## config.mk

```make
export PLATFORM = sky130hd
export DESIGN_NAME = voice_mixer_flat
export DESIGN_NICKNAME = d
export VERILOG_FILES = /design/src/rtl/voice_mixer_if.sv /design/src/rtl/voice_mixer.sv /design/src/flat_wrapper.sv
export SDC_FILE = /design/constraint.sdc
export NUM_CORES = 1
export LEC_CHECK = 0
export CORE_MARGIN = 3
export CORE_UTILIZATION = 47
export DETAILED_ROUTE_END_ITERATION = 16
export PLACE_DENSITY = 0.72
export SLEW_MARGIN = 20
export SYNTH_ARGS = -nofsm -noshare
export SYNTH_HDL_FRONTEND = slang
export SYNTH_SLANG_ARGS = --single-unit
```

## constraint.sdc

```tcl
create_clock -name clk -period 10.75 [get_ports clk]
set_input_delay 2.15 -clock clk [delete_from_list [all_inputs] [get_ports clk]]
set_output_delay 2.15 -clock clk [all_outputs]
set_load 0.05 [all_outputs]
```

## src/rtl/voice_mixer_if.sv

```systemverilog
// -----------------------------------------------------------------------------
// voice_mixer_if
// Bundles the mixer's configuration, voice-sample inputs and DAC-side outputs.
//   master : the side that supplies samples/config and observes the DAC outputs
//   slave  : the mixer itself
// Signals:
//   SAMPLE_PRESCALE  sample period minus 1, in clk cycles
//   VOICE_IN         packed offset-binary samples, voice i at [16i+15:16i]
//   VOICE_ATTEN      per-voice right-shift amount, 3 bits per voice
//   VOICE_EN         per-voice enable
//   MASTER_MUTE      forces a silent output
//   DC_OUT           PWM duty cycle (registered)
//   SAMPLE_STROBE    one-cycle pulse with each DC_OUT update
//   CLIP             last mixed sample saturated
// -----------------------------------------------------------------------------
interface voice_mixer_if #(
    parameter int NVOICE    = 4,
    parameter int DATAWIDTH = 16,
    parameter int PWM_DEPTH = 12
);
    logic [15:0]                  SAMPLE_PRESCALE;
    logic [NVOICE*DATAWIDTH-1:0]  VOICE_IN;
    logic [NVOICE*3-1:0]          VOICE_ATTEN;
    logic [NVOICE-1:0]            VOICE_EN;
    logic                         MASTER_MUTE;
    logic [PWM_DEPTH-1:0]         DC_OUT;
    logic                         SAMPLE_STROBE;
    logic                         CLIP;

    modport master (
        output SAMPLE_PRESCALE, VOICE_IN, VOICE_ATTEN, VOICE_EN, MASTER_MUTE,
        input  DC_OUT, SAMPLE_STROBE, CLIP
    );

    modport slave (
        input  SAMPLE_PRESCALE, VOICE_IN, VOICE_ATTEN, VOICE_EN, MASTER_MUTE,
        output DC_OUT, SAMPLE_STROBE, CLIP
    );
endinterface

```

## src/rtl/voice_mixer.sv

```systemverilog
// -----------------------------------------------------------------------------
// voice_mixer
// Time-multiplexed audio mixer. Once per programmable sample period it snapshots
// all voice samples, accumulates them one voice per cycle with per-voice
// attenuation and enable, saturates to 16 bits and drives the PWM duty cycle.
// Samples are offset-binary (0x8000 = silence).
// Ports:
//   clk    system clock, all logic on posedge
//   rst_n  synchronous active-low reset
//   bus    voice_mixer_if slave modport (config, samples, DAC outputs)
// -----------------------------------------------------------------------------
module voice_mixer #(
    parameter int NVOICE    = 4,
    parameter int DATAWIDTH = 16,
    parameter int PWM_DEPTH = 12
) (
    input  logic          clk,
    input  logic          rst_n,
    voice_mixer_if.slave  bus
);
    // Sum of NVOICE signed DATAWIDTH terms plus one guard bit: cannot overflow.
    localparam int ACCW = DATAWIDTH + $clog2(NVOICE) + 1;
    localparam int IDXW = (NVOICE > 1) ? $clog2(NVOICE) : 1;

    localparam logic [15:0]            P_MIN    = 16'(NVOICE + 3);
    localparam logic [DATAWIDTH-1:0]   SIGN_BIT = {1'b1, {(DATAWIDTH-1){1'b0}}};
    localparam logic [PWM_DEPTH-1:0]   DC_MID   = {1'b1, {(PWM_DEPTH-1){1'b0}}};
    localparam logic [IDXW-1:0]        IDX_LAST = IDXW'(NVOICE - 1);
    localparam logic signed [ACCW-1:0] SAT_MAX  = ACCW'((2 ** (DATAWIDTH-1)) - 1);
    localparam logic signed [ACCW-1:0] SAT_MIN  = ACCW'(-(2 ** (DATAWIDTH-1)));

    typedef enum logic [1:0] {S_IDLE, S_SNAP, S_ACC, S_OUT} state_t;

    // ------------------------------------------------------------------ timer
    logic [15:0] cnt_q, cnt_d;
    logic [15:0] period;
    logic        tick;

    // The period is clamped so a tick can never land while a sample is in
    // flight. '>=' lets a live shrink of the prescale wrap immediately.
    assign period = (bus.SAMPLE_PRESCALE > P_MIN) ? bus.SAMPLE_PRESCALE : P_MIN;
    assign tick   = (cnt_q >= period);
    assign cnt_d  = tick ? 16'd0 : cnt_q + 16'd1;

    // NOTE: sequential state is always updated with non-blocking assignments so
    // every register samples pre-edge values regardless of block ordering.
    always_ff @(posedge clk) begin
        if (!rst_n) cnt_q <= '0;
        else        cnt_q <= cnt_d;
    end

    // ------------------------------------------------------- shadow registers
    logic [DATAWIDTH-1:0] voice_q [NVOICE];
    logic [2:0]           atten_q [NVOICE];
    logic [NVOICE-1:0]    en_q;
    state_t               state_q;

    // NOTE: the shadow registers carry no reset; they are always rewritten in
    // SNAP before ACC reads them, so resetting them would only add logic.
    always_ff @(posedge clk) begin
        if (state_q == S_SNAP) begin
            for (int i = 0; i < NVOICE; i++) begin
                voice_q[i] <= bus.VOICE_IN[i*DATAWIDTH +: DATAWIDTH];
                atten_q[i] <= bus.VOICE_ATTEN[i*3 +: 3];
            end
            en_q <= bus.VOICE_EN;
        end
    end

    // ------------------------------------------------------- per-voice term
    logic [IDXW-1:0]              idx_q;
    logic signed [ACCW-1:0]       acc_q;
    logic signed [DATAWIDTH-1:0]  s_cur, t_cur;
    logic signed [ACCW-1:0]       term;

    assign s_cur = signed'(voice_q[idx_q] ^ SIGN_BIT);   // offset-binary -> two's complement
    assign t_cur = s_cur >>> atten_q[idx_q];
    assign term  = en_q[idx_q] ? ACCW'(t_cur) : '0;

    // ------------------------------------------------ saturate and convert
    logic [PWM_DEPTH-1:0] dc_d;
    logic                 clip_d;

    // NOTE: every output of this always_comb gets a default first, so no path
    // leaves a signal unassigned and no latch is inferred.
    always_comb begin
        clip_d = 1'b0;
        // Flipping the sign bit of the 16-bit result gives offset binary; only
        // its top PWM_DEPTH bits reach the DAC.
        dc_d   = {~acc_q[DATAWIDTH-1], acc_q[DATAWIDTH-2 -: PWM_DEPTH-1]};
        if (acc_q > SAT_MAX) begin
            clip_d = 1'b1;
            dc_d   = '1;
        end else if (acc_q < SAT_MIN) begin
            clip_d = 1'b1;
            dc_d   = '0;
        end
    end

    // ------------------------------------------------------------------- FSM
    logic [PWM_DEPTH-1:0] dc_q;
    logic                 strobe_q;
    logic                 clip_q;

    always_ff @(posedge clk) begin
        if (!rst_n) begin
            state_q  <= S_IDLE;
            acc_q    <= '0;
            idx_q    <= '0;
            dc_q     <= DC_MID;
            strobe_q <= 1'b0;
            clip_q   <= 1'b0;
        end else begin
            strobe_q <= 1'b0;
            case (state_q)
                S_IDLE: if (tick) state_q <= S_SNAP;
                S_SNAP: begin
                    acc_q   <= '0;
                    idx_q   <= '0;
                    state_q <= S_ACC;
                end
                S_ACC: begin
                    acc_q <= acc_q + term;
                    if (idx_q == IDX_LAST) state_q <= S_OUT;
                    else                   idx_q   <= idx_q + 1'b1;
                end
                S_OUT: begin
                    strobe_q <= 1'b1;
                    if (bus.MASTER_MUTE) begin
                        dc_q   <= DC_MID;
                        clip_q <= 1'b0;
                    end else begin
                        dc_q   <= dc_d;
                        clip_q <= clip_d;
                    end
                    state_q <= S_IDLE;
                end
                default: state_q <= S_IDLE;
            endcase
        end
    end

    assign bus.DC_OUT        = dc_q;
    assign bus.SAMPLE_STROBE = strobe_q;
    assign bus.CLIP          = clip_q;
endmodule

```

## src/flat_wrapper.sv

```systemverilog
// flat-port wrapper written by rule: the top's interface ports become plain ports
module voice_mixer_flat 
#(
    parameter int NVOICE    = 4,
    parameter int DATAWIDTH = 16,
    parameter int PWM_DEPTH = 12
)
  (clk, rst_n, bus_SAMPLE_PRESCALE, bus_VOICE_IN, bus_VOICE_ATTEN, bus_VOICE_EN, bus_MASTER_MUTE, bus_DC_OUT, bus_SAMPLE_STROBE, bus_CLIP);
  voice_mixer_if #(.NVOICE(NVOICE), .DATAWIDTH(DATAWIDTH), .PWM_DEPTH(PWM_DEPTH)) bus_i ();
  input  logic clk;
  input  logic rst_n;
  input wire logic [$bits(bus_i.SAMPLE_PRESCALE)-1:0] bus_SAMPLE_PRESCALE;
  input wire logic [$bits(bus_i.VOICE_IN)-1:0] bus_VOICE_IN;
  input wire logic [$bits(bus_i.VOICE_ATTEN)-1:0] bus_VOICE_ATTEN;
  input wire logic [$bits(bus_i.VOICE_EN)-1:0] bus_VOICE_EN;
  input wire logic [$bits(bus_i.MASTER_MUTE)-1:0] bus_MASTER_MUTE;
  output wire logic [$bits(bus_i.DC_OUT)-1:0] bus_DC_OUT;
  output wire logic [$bits(bus_i.SAMPLE_STROBE)-1:0] bus_SAMPLE_STROBE;
  output wire logic [$bits(bus_i.CLIP)-1:0] bus_CLIP;
  assign bus_i.SAMPLE_PRESCALE = bus_SAMPLE_PRESCALE;
  assign bus_i.VOICE_IN = bus_VOICE_IN;
  assign bus_i.VOICE_ATTEN = bus_VOICE_ATTEN;
  assign bus_i.VOICE_EN = bus_VOICE_EN;
  assign bus_i.MASTER_MUTE = bus_MASTER_MUTE;
  assign bus_DC_OUT = bus_i.DC_OUT;
  assign bus_SAMPLE_STROBE = bus_i.SAMPLE_STROBE;
  assign bus_CLIP = bus_i.CLIP;
  voice_mixer #(.NVOICE(NVOICE), .DATAWIDTH(DATAWIDTH), .PWM_DEPTH(PWM_DEPTH)) u_core (.clk(clk), .rst_n(rst_n), .bus(bus_i));
endmodule
```

==> results.md, run 1 <==
* Outcome: completed
* Final Hold Slack at 0.458 ns
* Sequential area share after synthesis at 50.8%
* # clock sinks at approximately 140
* Longest Clk Path Bufs at 2
* Max Slew Vio Count at 0
* Endpoints failing hold at 0
* Vias in the first global route at 5,034
* Area of the core at 0.0141 mm^2
* HPWL after detailed placement at 10.4 mm
* Vias at roughly 4,800
* Reg clk slew, reported paths at 0.06 ns
* Global-route usage over all layers at 18.3%
* Starting Density at 48.9%
* Crit path DAT at 5.15 ns
* Setup Skew at ~0.010 ns
* WP data required at 11.09 ns
* Most common cell in the netlist: edfxtp_1
* CTS buffer count at 17
* Worst setup SP type: input pin
* Post-synth EDFFs at 80
* Synthesized area at 0.00689 mm^2
* DR top layer: met4
* Min-delay worst type: reg2reg
* Max Freq at between 200 and 250 MHz
* Die X at between 100 and 150 um
* Max-cap violation count at 0
* Die area at approximately 0.016 mm^2
* Top cells by area, synth: edfxtp_1, dfxtp_1, ha_1
* Post-CTS Resized at 0
* Synth cell types at 58
* Most instantiated cells after synthesis: edfxtp_1, dfxtp_1, ha_1, nand2_1, o21ai_0
* Largest net degree at the start of global routing at 82
* Setup bufs post-CTS at 0
* Root Buffer: clkbuf_16
* Worst setup EP type: register
* Synth Instances at between 500 and 600
* Avg Inst Size Synth at 11.8 um^2
* Most area-hungry cell type in the Yosys netlist: edfxtp_1
* Final Cycle Share at 44.7%
* # H-tree levels at 4
* Remaining antenna violation count at 0
* Yosys reg bits at 135
* Area Growth Syn to Fin at 26.0%
* Most used DFF post-synth: edfxtp_1
* Maximum VDD drop at 0.000117 V
* Hold_buf cts at 0
* WL/cell at between 15 and 20 um
* Critical Path Fanout Max at 15
* Slew @ Worst Pin at 1.05 ns
* Crit Path Class: in2reg
* Initial antenna violation count at 0
* Inserted Diodes at 0
* Syn Nets at 725
* Metal3 WL at 718 um
* Clock latency at the later pin of the worst-skew pair at 0.42 ns
* Via density per instance at around 5.4
* Yosys top cell area share at 34.8%
* First-pass DRT Iterations at 4
* Synthesis Warnings at 0
* First-pass GRT wire length at 23.6 mm
* Period minus WS final at 4.80 ns
* Metal-1 WL at approximately 6.4 mm
* Gpl congestion at just under 0.9
* Setup TNS at 0 ns
* Hold path depth at 1
* CTS tree: yes
* I/O Buffers at 112
* PD cells at between 150 and 200 mW/mm^2
* Drt drc at 0
* Drt initial violations at 237
* Rows at 43
* Met2 Routed Length at around 6.6 mm
* Setup violations, final at 0
* Leakage at 3.31 nW
* Async SR Flop Fraction at 0%
* Slew margin rel. at 29.8%
* Post-Route WL at 14.0 mm
* Total Power at between 1.5 and 2 mW
* Worst r2r path cells at 14
* IO Pins at approximately 110
* GRT Residual Overflow at 0
* Die Height at 127 um
* Layout cells sized above 1 at 7.78%
* Nets at roughly 840
* RSZ-0062 raised after global routing: false
[worst max-delay path, cell delays in order]
cell and delay (ns):
clkdlybuf4s50_1 0.42, nor4_1 0.35, nand4_1 0.18, nor4_1 0.36, nor2_1 0.08, ha_1 0.30
a211oi_1 0.19, o21ai_0 0.11, a211oi_1 0.23, o31a_1 0.24, nand2_1 0.32, nor2_1 0.20
[cell type report]
cell class	instances	area [um^2]
inverter	31	116
clock inverter	13	124
sequential	135	3500
timing repair buffer	113	1130
fill	1112	5410
tap	180	225
clock buffer	19	433
multi-input combinational	396	3160
[layer usage]
layer	global-route usage [%]	vias up
li1	-	2395
met1	22.9	2266
met2	29.9	140
met3	6.02	19
met4	6.88	0
met5	0	-
[registers in the layout, indices dropped and copies added, names as in the netlist, named ones only]
| name | cells |
|---|---|
| u_core.state_q | 2 |
| u_core.acc_q | 19 |
| u_core.idx_q | 2 |
| u_core.voice_q | 64 |
| u_core.cnt_q | 16 |
| u_core.bus.DC_OUT | 12 |
| u_core.atten_q | 12 |
| u_core.bus.SAMPLE_STROBE | 1 |
| u_core.bus.CLIP | 1 |
| u_core.en_q | 4 |
[metrics by stage]
stage               util, %  setup WS, ns  std cells  instance area, um^2
global placement       57.7          5.83        855                 8130
finish                 61.6          5.95        887                 8690
floorplan                 -          6.43        584                 6890
detailed placement     57.7          5.48        855                 8130
CTS                    61.6          5.93        887                 8690
global route           61.6          5.69        887                 8690
[path summary, 6_finish.rpt]
kind	startpoint	end	slack (ns)
worst min register to register	u_core.cnt_q[0]	u_core.cnt_q[0]	0.46
worst max register to register	register	u_core.acc_q[18]	6.31
worst min-delay path	u_core.cnt_q[0]	u_core.cnt_q[0]	0.46
worst max-delay path	bus_SAMPLE_PRESCALE[9]	u_core.cnt_q[2]	5.95
[power by group]
group | leakage [nW] | switching (mW) | internal (mW)
combinational | 1.88 | 0.218 | 0.169
clock | 0.260 | 0.222 | 0.320
sequential | 1.17 | 0.0234 | 0.662
[cell families (layout without fill, tap and decap cells)]
logic type | count (synthesis) | count (layout) | share of synthesized area, %
adder cells (fa/ha/maj) | 42 | 42 | 7.73
flip-flops | 135 | 135 | 50.8
AND/OR/NAND/NOR | 150 | 150 | 10.8
AO/OA/AOI/OAI | 131 | 131 | 12.3
multiplexers | 50 | 50 | 11.9
buffers and inverters | 53 | 176 | 3.58
XOR/XNOR | 23 | 23 | 2.92
[placed cells by master (no fill, tap or decap), types with 3 or more instances in the layout]
master	n
a211o_1	5
a21oi_1	22
edfxtp_1	80
mux4_2	9
nand2_1	37
mux2_2	8
clkdlybuf4s50_1	112
clkinvlp_4	4
o21a_1	4
nor4_1	3
and3_1	4
o22ai_1	13
nand2b_1	16
xor2_1	14
ha_1	40
mux4_1	11
xnor2_1	9
nand4_1	5
mux2_4	3
nor2b_1	9
clkinv_4	3
and2_1	11
nor3_1	6
o21bai_1	6
mux2i_1	19
clkbuf_16	17
nand3_1	18
a21o_1	8
dfxtp_1	54
nor2_1	32
a21boi_0	14
inv_1	31
o31a_1	3
o21ai_0	37
Note: power is estimated with default switching activity, not from simulation.
==> run 2: changes to the inputs <==
clock period = 4.7 ns   (was 10.75 ns; I/O delays follow)
==> run 2 against run 1 <==
- routed wire length is 4.6% higher
- setup slack worse by 5.4 ns
- first-iteration DRC count is 3.0% lower
- total power is 130% higher
- count of clock-buffer cells in the layout is 2 lower
- sequential share of layout area is 0.12 points lower
- non-clock buffer count is 2 higher
- sequential power is 130% higher
- core utilization is 0.16 points higher
==> results.md, run 2 (same netlist as run 1, synthesis figures left out) <==
* WL/cell at between 15 and 20 um
* Clock latency at the later pin of the worst-skew pair at 0.42 ns
* Crit path DAT at around 4.5 ns
* Inserted Diodes at 0
* Setup Skew at 0.0127 ns
* Area Growth Syn to Fin at 26.4%
* Critical Path Fanout Max at 15
* Longest Clk Path Bufs at 2
* CTS tree: yes
* Placed cell area at 0.00815 mm^2
* First-pass DRT Iterations at 4
* Reg clk slew, reported paths at roughly 0.060 ns
* Cell count after placement at 857
* Root Buffer: clkbuf_16
* IO Pins at 113
* Setup violations, final at 0
* Worst slack at placement at 0.551 ns
* Die X at 127 um
* WP data required at 5.05 ns
* Final Cycle Share at 88.7%
* Non-filler cells, final at 889
* Biggest regs: u_core.voice_q x64, u_core.acc_q x19, u_core.cnt_q x16
* Worst setup EP type: register
* Area of the core at around 0.014 mm^2
* Rows at 43
* CTS buffer count at 17
* Initial antenna violation count at 0
* First-pass GRT wire length at 24.4 mm
* Design area at just under 0.009 mm^2
* Post-CTS Resized at 0
* Drt drc at 0
* CP max stage delay at 0.64 ns
* I/O Buffers at 112
* Crit-path cells: buf_4 -> mux4_1 -> mux2_2 -> mux2i_1 -> mux2i_1 -> and2_1 -> ha_1 -> o21a_1 -> a21oi_1 -> o31a_1 -> o31a_1 -> or4_1 -> nand3_1
* Min-delay worst type: reg2reg
* Max reg flops at 64
* Maximum VDD drop at 0.000358 V
* Met3 Use GR at approximately 5.5%
* Endpoints failing hold at 0
* Setup bufs post-CTS at 0
* Hold_buf cts at 0
* Max Freq at 240 MHz
* Via density per instance at approximately 5.5
* Die Height at 127 um
* Vias in the first global route at around 5,100
* PD cells at about 430 mW/mm^2
* Met2 Usage GRT at 30.0%
* Crit Path Class: reg2reg
* Total Power at around 3.8 mW
* Worst setup SP type: register
* Nets at 837
* Vias at slightly below 5,000
* # clock sinks at 135
* Drt initial violations at between 200 and 250
* Die area at about 0.016 mm^2
* Commonest non-fill, non-tap cell in the layout: clkdlybuf4s50_1
* Worst setup margin at ~0.53 ns
* Outcome: completed
* Global-route usage over all layers at about a fifth
* Most frequent cells in the layout: clkdlybuf4s50_1, edfxtp_1, dfxtp_1
* RSZ-0062 raised after global routing: false
* # H-tree levels at 4
* Largest net degree at the start of global routing at 82
* Slew @ Worst Pin at 1.03 ns
* Slowest stage cell, crit path: mux4_1
* Leakage at ~3.3 nW
* Period minus WS final at 4.17 ns
* Gpl congestion at 0.848
* Post-Route WL at 14.6 mm
* Largest Register: u_core.voice_q
* Final Hold Slack at 0.465 ns
* Global Route met1 Usage at 24.3%
* GRT Residual Overflow at 0
* Layout cells sized above 1 at 8.04%
* Gr busiest metal: met2
* Final Util at between 60% and 70%
* HPWL after detailed placement at about 11 mm
* Max-cap violation count at 0
* Setup TNS at 0 ns
* Max Slew Vio Count at 0
* Starting Density at 48.9%
* Slew margin rel. at a little under a third
* Remaining antenna violation count at 0
-- run 2: cell types whose count changed in the layout (fill, tap and decap cells not counted), moves of 2 or more --
cell / change
inv_6: +5
buf_4: +2
clkinvlp_4: -3
clkbuf_1: -2
-- run 2: worst max-delay path, delay by kind of cell, from the launching register on --
family,cells,cell delay (ns)
AO/OA/AOI/OAI,4,0.91
adder cells (fa/ha/maj),1,0.34
buffers and inverters,1,0.33
flip-flops,1,0.46
multiplexers,4,1.30
AND/OR/NAND/NOR,3,0.76
-- run 2: path summary, 6_finish.rpt --
| path | start | to | slack (ns) | depth (start not counted) |
|---|---|---|---|---|
| min | u_core.cnt_q[0] | u_core.cnt_q[0] | 0.46 | 1 |
| max reg2reg | register | u_core.acc_q[17] | 0.53 | 13 |
| max | register | u_core.acc_q[17] | 0.53 | 13 |
| min reg2reg | u_core.cnt_q[0] | u_core.cnt_q[0] | 0.46 | 1 |
-- run 2: metal layers --
layer	vias to the layer above	share of wire, %
li1	2412	-
met1	2296	46
met2	150	46
met3	28	5.6
met4	0	2.3
met5	-	0
-- run 2: where the power goes --
part           leakage (nW)  switching, mW  internal [mW]  total, mW
clock network         0.277          0.537          0.739       1.28
registers              1.17         0.0575           1.52       1.57
logic                  1.89          0.514          0.389      0.903
-- run 2: layout make-up --
type / instances / area (um^2)
Timing Repair Buffer: 115 / 1140
Tap cell: 180 / 225
Sequential cell: 135 / 3500
Clock inverter: 15 / 140
Clock buffer: 17 / 425
Multi-Input combinational cell: 396 / 3160
Fill cell: 1122 / 5390
Inverter: 31 / 116
==> run 3: changes to the inputs <==
CTS_BUF_LIST = sky130_fd_sc_hd__clkbuf_2 sky130_fd_sc_hd__clkbuf_4 sky130_fd_sc_hd__clkbuf_8   (was unset)
==> run 3 against run 2 <==
- die area stayed put
- highest routed layer unchanged
- critical path type unchanged
- combinational power about the same
- worst hold slack better by 0.0050 ns
- via count barely moved
- core utilization decreased by 1.4 points
- register-to-register slack barely moved
- routed wire length shrank 0.55%
- clock power down 28%
- fmax rose by 0.21%
- global-route usage fell by 0.24 points
- count of clock-buffer cells in the layout unchanged
==> results.md, run 3 (same netlist as run 1, synthesis figures left out) <==
* Initial antenna violation count at 0
* Rows at 43
* Setup violations, final at 0
* Hold path startpoint: u_core.cnt_q[0]
* Critical Path Fanout Max at 15
* RR Endpoint: u_core.acc_q[17]
* Slowest stage cell, crit path: mux4_1
* Worst slack at placement at between 0.5 and 0.6 ns
* Drt drc at 0
* Biggest regs: u_core.voice_q x64, u_core.acc_q x19, u_core.cnt_q x16
* Setup TNS at 0 ns
* Longest Clk Path Bufs at 2
* Comb pwr share at about a quarter
* HPWL after detailed placement at 11.0 mm
* Final Cycle Share at 88.5%
* Post-CTS Resized at 0
* Sequential share of power at 46.3%
* Crit path DAT at 4.54 ns
* I/O Buffers at 112
* Endpoints failing hold at 0
* Commonest non-fill, non-tap cell in the layout: clkdlybuf4s50_1
* Global-route usage over all layers at 18.7%
* Die X at 127 um
* Setup bufs post-CTS at 0
* Max reg flops at 64
* Max-cap violation count at 0
* Sw frac at 31.3%
* Outcome: completed
* RSZ-0062 raised after global routing: false
* Vias in the first global route at 5,025
* Gr busiest metal: met2
* Leakage at 3.25 nW
* Max Slew Vio Count at 0
* CP Depth at 13
* WL/cell at 16.3 um
* Setup Skew at 0.0117 ns
* Largest Register: u_core.voice_q
* WP data required at approximately 5 ns
* Post-Route WL at 14.5 mm
* Die Height at 127 um
* Crit-path cells: buf_4 -> mux4_1 -> mux2_2 -> mux2i_1 -> mux2i_1 -> and2_1 -> ha_1 -> o21a_1 -> a21oi_1 -> o31a_1 -> o31a_1 -> or4_1 -> nand3_1
* Die area at roughly 0.016 mm^2
* Max Freq at 240 MHz
* Worst setup EP type: register
* Crit path capture: u_core.acc_q[17]
* CTS buffer count at 17
* # clock sinks at 135
* Global Route met1 Usage at approximately 24%
* Met2 Usage GRT at approximately 29%
* Worst setup margin at 0.539 ns
* Crit-path leading delay family: multiplexers
* Final Util at between 60% and 70%
* CTS tree: yes
* Slew margin rel. at 30.9%
* FF+latch area at 0.00350 mm^2
* CP Buf/Inv Count at 1
* Layout cells sized above 1 at 8.04%
* Worst setup SP type: register
* Reg2Reg Setup Slack at approximately 0.54 ns
* Root Buffer: clkbuf_8
* # H-tree levels at 4
* Area of the core at about 0.014 mm^2
* Total Power at 3.39 mW
* GRT Residual Overflow at 0
* Via density per instance at 5.49
* CP max stage delay at 0.62 ns
* Period minus WS final at 4.16 ns
* Nets at ~840
* Min-delay worst type: reg2reg
* Maximum VDD drop at 0.000289 V
* First-pass DRT Iterations at 5
* Crit Path Class: reg2reg
* Clock latency at the later pin of the worst-skew pair at ~0.45 ns
* Remaining antenna violation count at 0
* Internal Power at between 2 and 2.5 mW
* Starting Density at 48.9%
* Cell count after placement at 857
* Psw at 1.06 mW
* IO Pins at roughly 110
* Clock share of power at between 20% and 30%
* Met3 Use GR at under 10%
* Gpl congestion at 0.848
* Drt initial violations at 256
* First-pass GRT wire length at 24.2 mm
* Inserted Diodes at 0
* PD cells at 398 mW/mm^2
* Vias at 4,884
* Largest net degree at the start of global routing at 82
* Area Growth Syn to Fin at 23.6%
* Slew @ Worst Pin at approximately 1.0 ns
* Area of the multi-input gates at approximately 0.0032 mm^2
* Non-filler cells, final at 889
* Worst r2r path cells at 13
* Most frequent cells in the layout: clkdlybuf4s50_1, edfxtp_1, dfxtp_1
* Filler cells at between 1,000 and 1,500
* Hold_buf cts at 0
* Reg clk slew, reported paths at 0.08 ns
==> run 3: worst min path at each step <==
stage	endpoint	slack (ns)	depth (start not counted)
finish	u_core.cnt_q[0]	0.47	1
floorplan	u_core.cnt_q[0]	0.43	1
global placement	u_core.cnt_q[0]	0.45	1
detailed placement	u_core.cnt_q[0]	0.45	1
CTS	u_core.cnt_q[0]	0.47	1
global route	u_core.bus.DC_OUT[8]	0.51	2
==> run 3: per-stage QoR <==
step | instance area, um^2 | hold WS [ns]
finish | 8520 | 0.470
global route | 8520 | 0.507
CTS | 8520 | 0.466
detailed placement | 8150 | 0.448
global placement | 8150 | 0.445
floorplan | 6890 | 0.430
==> run 3: worst reg2reg max path, stage by stage, from the launching register on <==
cell and delay, ns:
dfxtp_1 0.47, buf_4 0.33, mux4_1 0.63, mux2_2 0.31, mux2i_1 0.24, mux2i_1 0.12, and2_1 0.18, ha_1 0.34
o21a_1 0.13, a21oi_1 0.13, o31a_1 0.31, o31a_1 0.34, or4_1 0.49, nand3_1 0.09
==> run 3: area by class of cell <==
class	count	area share, %
flip-flops and latches	135	41.1
inverters	31	1.37
clock inverters	15	1.64
repair buffers	115	13.4
clock buffers	17	2.75
multi-input cells	396	37.1
well taps	180	2.64
==> run 3: routing by layer <==
| layer | wire length (um) | vias to the layer above |
|---|---|---|
| met2 | 6540 | 174 |
| met4 | 345 | 0 |
| met1 | 6690 | 2273 |
| met5 | 0 | - |
| li1 | - | 2410 |
| met3 | 933 | 27 |
==> run 3: power by group through the flow <==
stage / Combinational, mW / Clock [mW] / Sequential (mW)
2_1_floorplan: 0.664 / 0 / 1.58
3_3_place_gp: 0.876 / 0 / 1.59
3_5_place_dp: 0.901 / 0 / 1.60
4_1_cts: 0.904 / 0.940 / 1.57
5_1_grt: 0.990 / 0.995 / 1.59
6_report: 0.903 / 0.919 / 1.57
